`src/rtl/hazard_pkg.sv`:
```
// Shared hazard-control types: sequencer states and the stage-flag bit positions
// used by decode, the stage latches and the hazard sequencer.
package hazard_pkg;

  typedef enum logic [1:0] {
    RUN      = 2'd0,
    MEM_WAIT = 2'd1,
    MC_WAIT  = 2'd2
  } hz_state_t;

  localparam int REG_W         = 5;
  localparam int FLAG_W        = 16;
  localparam int FLAG_MEM_READ = 0;
  localparam int FLAG_MC       = 1;

endpackage

```
`src/rtl/hazard_detect.sv`:
```
// Load-use comparator: the ID instruction needs a register that the load in EX
// has not produced yet. x0 never creates a dependency.
module hazard_detect import hazard_pkg::*; (
  input  logic [REG_W-1:0] id_rs1,
  input  logic [REG_W-1:0] id_rs2,
  input  logic             id_uses_rs1,
  input  logic             id_uses_rs2,
  input  logic [REG_W-1:0] ex_rd,
  input  logic             ex_mem_read,
  output logic             load_use
);

  logic rs1_hit;
  logic rs2_hit;

  always_comb begin
    rs1_hit  = id_uses_rs1 && (id_rs1 == ex_rd);
    rs2_hit  = id_uses_rs2 && (id_rs2 == ex_rd);
    load_use = ex_mem_read && (ex_rd != '0) && (rs1_hit || rs2_hit);
  end

endmodule

```
`src/rtl/pipeline_hazard_ctrl.sv`:
```
// Stall/flush sequencer for the 5-stage pipeline: latch controls from load-use,
// taken-branch, data-memory wait and multi-cycle EX events, plus perf counters.
//
//   state    | meaning
//   ---------+------------------------------------------------------------
//   RUN      | normal flow; branch flush and load-use bubble decided here
//   MEM_WAIT | data access outstanding, everything up to EX/MEM frozen
//   MC_WAIT  | multi-cycle op owns EX, front end held, bubbles into MEM
module pipeline_hazard_ctrl import hazard_pkg::*; #(
  parameter int MC_LATENCY = 32,
  parameter int CNT_W      = 32
) (
  input  logic             clk,
  input  logic             rst_n,
  input  logic [REG_W-1:0] id_rs1,
  input  logic [REG_W-1:0] id_rs2,
  input  logic             id_uses_rs1,
  input  logic             id_uses_rs2,
  input  logic [REG_W-1:0] ex_rd,
  input  logic             ex_mem_read,
  input  logic             ex_mc_start,
  input  logic             ex_branch_taken,
  input  logic             mem_req,
  input  logic             mem_ready,
  output logic             pc_hold,
  output logic             ifid_hold,
  output logic             ifid_ena,
  output logic             idex_hold,
  output logic             idex_ena,
  output logic             exmem_hold,
  output logic             exmem_ena,
  output logic             memwb_ena,
  output logic             mc_done,
  output logic [CNT_W-1:0] stall_cycles,
  output logic [CNT_W-1:0] flush_count
);

  localparam int              MC_W    = (MC_LATENCY > 2) ? $clog2(MC_LATENCY) : 1;
  localparam logic [MC_W-1:0] MC_LOAD = MC_W'(MC_LATENCY - 2);

  hz_state_t       state;
  logic [MC_W-1:0] mc_cnt;
  logic            mc_pend;
  logic            load_use;
  logic            mem_stall;
  logic            mc_active;
  logic            flush_evt;

  hazard_detect u_detect (
    .id_rs1      (id_rs1),
    .id_rs2      (id_rs2),
    .id_uses_rs1 (id_uses_rs1),
    .id_uses_rs2 (id_uses_rs2),
    .ex_rd       (ex_rd),
    .ex_mem_read (ex_mem_read),
    .load_use    (load_use)
  );

  // mc_pend remembers that a memory wait interrupted a multi-cycle op.
  always_comb begin
    mem_stall  = mem_req && !mem_ready;
    mc_active  = (state == MC_WAIT) || ((state == MEM_WAIT) && mc_pend);
    pc_hold    = 1'b0;
    ifid_hold  = 1'b0;
    idex_hold  = 1'b0;
    exmem_hold = 1'b0;
    ifid_ena   = 1'b1;
    idex_ena   = 1'b1;
    exmem_ena  = 1'b1;
    memwb_ena  = 1'b1;
    mc_done    = 1'b0;
    flush_evt  = 1'b0;
    if (!rst_n) begin
      ifid_ena  = 1'b0;
      idex_ena  = 1'b0;
      exmem_ena = 1'b0;
      memwb_ena = 1'b0;
    end else if (mem_stall) begin
      pc_hold    = 1'b1;
      ifid_hold  = 1'b1;
      idex_hold  = 1'b1;
      exmem_hold = 1'b1;
      memwb_ena  = 1'b0;
    end else if (mc_active || ex_mc_start) begin
      if (mc_active && (mc_cnt == '0)) begin
        mc_done = 1'b1;
      end else begin
        pc_hold   = 1'b1;
        ifid_hold = 1'b1;
        idex_hold = 1'b1;
        exmem_ena = 1'b0;
      end
    end else if (ex_branch_taken) begin
      ifid_ena  = 1'b0;
      idex_ena  = 1'b0;
      flush_evt = 1'b1;
    end else if (load_use) begin
      pc_hold   = 1'b1;
      ifid_hold = 1'b1;
      idex_ena  = 1'b0;
    end
  end

  always_ff @(posedge clk) begin
    if (!rst_n) begin
      state        <= RUN;
      mc_cnt       <= '0;
      mc_pend      <= 1'b0;
      stall_cycles <= '0;
      flush_count  <= '0;
    end else begin
      if (mem_stall) begin
        state   <= MEM_WAIT;
        mc_pend <= mc_active;
      end else if (mc_active) begin
        mc_pend <= 1'b0;
        if (mc_cnt == '0) begin
          state <= RUN;
        end else begin
          state  <= MC_WAIT;
          mc_cnt <= mc_cnt - MC_W'(1);
        end
      end else if (ex_mc_start) begin
        state   <= MC_WAIT;
        mc_cnt  <= MC_LOAD;
        mc_pend <= 1'b0;
      end else begin
        state   <= RUN;
        mc_pend <= 1'b0;
      end
      if (pc_hold && (stall_cycles != '1)) stall_cycles <= stall_cycles + CNT_W'(1);
      if (flush_evt && (flush_count != '1)) flush_count <= flush_count + CNT_W'(1);
    end
  end

endmodule

```
`config.mk`:
```
export PLATFORM = sky130hd
export DESIGN_NAME = pipeline_hazard_ctrl
export DESIGN_NICKNAME = d
export VERILOG_FILES = /design/src/rtl/hazard_pkg.sv /design/src/rtl/hazard_detect.sv /design/src/rtl/pipeline_hazard_ctrl.sv
export SDC_FILE = /design/constraint.sdc
export NUM_CORES = 1
export LEC_CHECK = 0
export ABC_AREA = 1
export BUFFER_PORTS_ARGS = -buffer_cell sky130_fd_sc_hd__buf_2
export CAP_MARGIN = 5
export CORE_MARGIN = 2
export CORE_UTILIZATION = 40
export CTS_BUF_LIST = sky130_fd_sc_hd__clkbuf_16
export DETAILED_ROUTE_END_ITERATION = 12
export GPL_ROUTABILITY_DRIVEN = 0
export HOLD_SLACK_MARGIN = 0.03
export PLACE_DENSITY_LB_ADDON = 0.12
export REMOVE_ABC_BUFFERS = 1
export SLEW_MARGIN = 30
export SYNTH_ARGS = -nofsm -noshare
export SYNTH_HDL_FRONTEND = slang
export SYNTH_SLANG_ARGS = --single-unit
```
`constraint.sdc`:
```
create_clock -name clk -period 3.9 [get_ports clk]
set_input_delay 0.585 -clock clk [delete_from_list [all_inputs] [get_ports clk]]
set_output_delay 0.585 -clock clk [all_outputs]
set_load 0.1 [all_outputs]
```
==> flow_metrics.tcl <==
set metrics [dict create \
    cp-end-kind "flip-flop" \
    worstHoldEndpoint "mc_cnt[4]$_SDFFE_PN0P_" \
    synth_simple_gate_area_share_pct 44.1 \
    setup_viol 0 \
    path_clk_slew_ns 0.05 \
    internal_power_uw 1290 \
    r2r_setup_slack_ns 1.25 \
    place_ws_ns 1.31 \
    combPwrFrac_pct 14.0 \
    overflow 0 \
    drive_gt1_share_pct 14.9 \
    grt_pass1_wl_um 21500 \
    yosys_warnings 0 \
    synth_top_family_by_area "simple AND/OR/NAND/NOR gates" \
    tightest_slew_ns 0.869 \
    core_area_um2 11500 \
    p_per_area_nw_per_um2 326 \
    drc 0 \
    grt_max_degree 65 \
    final_nets 890 \
    syn_area_um2 4720 \
    max_freq_mhz 377 \
    rsz0062_at_grt "no" \
    dpl.hpwl_um 9570 \
    crit_buf_inv 2 \
    p_seq_share_pct 42.4 \
    ant_nets 0 \
    slew_headroom_pct 41.7 \
    holdBufCountCts 0 \
    worst_ep_arrival_time_ns 2.84 \
    ff2ff_path_depth 10 \
    netSwitchingPower_uw 512 \
    hp-start "mc_cnt[4]$_SDFFE_PN0P_" \
    slowest_stage "clkinv_1" \
    slew_violations 0 \
    fin_ws_ns 1.25 \
    synth_seq_cells 72 \
    post_cts_buffers 0 \
    synth.distinct_cells 30 \
    period_needed_ns 2.65 \
    total_power_uw 1800 \
    io_pins 97 \
    drt_wl_total_um 12800 \
    track_usage_pct 20.5 \
    cts_max_level 3 \
    min_path_cells 2 \
    r2r_end "flush_count[19]$_SDFFE_PN0P_" \
    required_ns 4.09 \
    post-route-period-util_pct 68.1 \
    cts-resized-gates 0 \
    synth_mux_area_share_pct 0 \
    power.share.clock_pct 43.6 \
    die_h_um 113 \
    start_util_pct 41.2 \
    hold_viol_final 0 \
    clock-root-buffer "clkbuf_16" \
    cts.sinks 72 \
    outcome "finished clean" \
    synth-adder-area-share_pct 1.06 \
    grt_pass1_vias 4654 \
    fin_skew_ns 0.00563 \
    crit_top_cell "nand2_1" \
    syn_inst 777 \
    synth_compound_area_share_pct 7.60 \
    cp_top_family "simple AND/OR/NAND/NOR gates" \
    cp-start-kind "flip-flop" \
    fin_area_um2 5540 \
    clock_path_buffers 2 \
    synthXorXnorAreaFrac_pct 7.60 \
    die_x_um 113 \
    hold_ws_ns 0.483 \
    avgViaCountPerCell 5.00 \
    p_sw_share_pct 28.4 \
    r2r_start "flush_count[0]$_SDFFE_PN0P_" \
    crit_chain "ha_1 -> nand3_1 -> inv_1 -> nand2_1 -> nor2_1 -> nand2_1 -> nand2_1 -> clkinv_1 -> nand2_1 -> a21oi_1" \
    critical_path_class "flip-flop to flip-flop" \
    drt-initial-drc-count 329 \
    portBuffers 96 \
    cp_max_fo 31 \
    clock_latency_ns 0.34 \
    area_growth_pct 17.2 \
    slowest_delay_ns 0.68 \
    yosysSeqAreaShare_pct 30.5 \
    dr.pass1.iters 5 \
    antenna_found_initial 0 \
    cts_tree "done" \
    leakage_uw 0.00242 \
    placed_cell_area_um2 5260 \
    cts-buffers-inserted 9 \
    wl_per_cell_um 12.7 \
    post-route-util_pct 48.3 \
    die-area_um2 12700 \
    hp-class "flip-flop to flip-flop" \
    max-vdd-ir-drop_mv 0.307 \
    syn_area_per_cell_um2 6.08 \
    fp-row-count 39 \
    vias 5049 \
    drv_cap 0 \
    insertedDiodeCount 0 \
]
==> cell families (layout without fill, tap and decap cells) <==
family	Yosys count	after routing
compound gates	70	70
simple gates	490	490
buf+inv	100	190
fa+ha+maj	4	4
flops	72	72
xor+xnor	41	41
==> flip-flops by register name, indices dropped and copies added (netlist names) <==
register	cells
flush_count	32
stall_cycles	32
mc_cnt	5
state	2
mc_pend	1
==> cell usage after synthesis <==
library cell | count | share of area, %
buf_2 | 6 | 0.64
a31oi_1 | 4 | 0.53
nor2_2 | 5 | 0.66
a21oi_2 | 1 | 0.19
inv_2 | 1 | 0.079
xor2_1 | 28 | 5.2
nand4_1 | 13 | 1.7
nor2_1 | 90 | 7.2
nand3_2 | 3 | 0.64
clkbuf_1 | 8 | 0.64
nor3_1 | 27 | 2.9
nand2_2 | 3 | 0.40
a21oi_1 | 58 | 6.1
and3_1 | 1 | 0.13
nor2_4 | 1 | 0.24
o21ai_0 | 7 | 0.74
nor3_2 | 1 | 0.21
buf_6 | 4 | 0.95
or2_1 | 1 | 0.13
ha_1 | 4 | 1.1
xnor2_1 | 13 | 2.4
nand3b_1 | 11 | 1.7
nand3_1 | 55 | 5.8
or2_2 | 1 | 0.13
buf_1 | 2 | 0.16
inv_1 | 74 | 5.9
nand2_1 | 277 | 22
dfxtp_1 | 72 | 31
nand2_4 | 1 | 0.24
buf_4 | 5 | 0.79
==> placed cells by master (no fill, tap or decap), drive strengths merged <==
| cell type | count |
|---|---|
| ha | 4 |
| clkbuf | 9 |
| nand3 | 58 |
| a31oi | 4 |
| nand4 | 13 |
| inv | 76 |
| buf | 99 |
| clkinv | 5 |
| xnor2 | 13 |
| a21oi | 59 |
| or2 | 2 |
| nand3b | 11 |
| and3 | 1 |
| nor2 | 96 |
| bufinv | 1 |
| dfxtp | 72 |
| o21ai | 7 |
| xor2 | 28 |
| nor3 | 28 |
| nand2 | 281 |
==> metal layers <==
layer  share of wire [%]  wire length, µm  track usage, %  vias to the layer above
met3                 4.1              525            3.73                       31
met1                  45             5730            24.9                     2265
met2                  48             6200            36.0                      112
li1                    -                -               -                     2641
met4                 2.7              345            7.48                        0
met5                   0                0               0                        -
==> power groups by stage <==
stage | Clock, µW | Sequential, µW | Combinational, µW
2_1_floorplan | 0 | 803 | 167
4_1_cts | 812 | 765 | 252
6_report | 788 | 765 | 252
3_3_place_gp | 0 | 780 | 248
3_5_place_dp | 0 | 781 | 252
5_1_grt | 840 | 767 | 276
==> worst max path at each step <==
| stage | from | to | slack [ns] | depth (start not counted) |
|---|---|---|---|---|
| after global placement | rst_n | flush_count[2]$_SDFFE_PN0P_ | 1.39 | 9 |
| after global routing | flush_count[0]$_SDFFE_PN0P_ | flush_count[28]$_SDFFE_PN0P_ | 0.92 | 10 |
| final | flush_count[0]$_SDFFE_PN0P_ | flush_count[19]$_SDFFE_PN0P_ | 1.25 | 10 |
| after detailed placement | rst_n | flush_count[2]$_SDFFE_PN0P_ | 1.31 | 9 |
| after CTS | mc_cnt[0]$_SDFFE_PN0P_ | exmem_ena | 1.34 | 9 |
| after floorplan | rst_n | stall_cycles[13]$_SDFFE_PN0P_ | -0.75 | 7 |
==> layout make-up <==
cell class,count,area [µm²]
fill,1234,5930
multi-input combinational,605,2850
sequential,72,1440
timing repair buffer,99,503
inverter,75,282
clock buffer,9,225
tap,143,179
clock inverter,7,55.1
==> tightest hold or removal path: stages, from the launching register on <==
cell and delay (ns):
dfxtp_1 0.31, nand2_1 0.06, a31oi_1 0.06
==> stage by stage <==
| stage | cells | setup TNS, ns |
|---|---|---|
| after global routing | 1010 | 0 |
| final | 1010 | 0 |
| after detailed placement | 994 | 0 |
| after CTS | 1010 | 0 |
| after floorplan | 752 | -24.28 |
| after global placement | 994 | 0 |
Power figures use the tool's default switching activity.
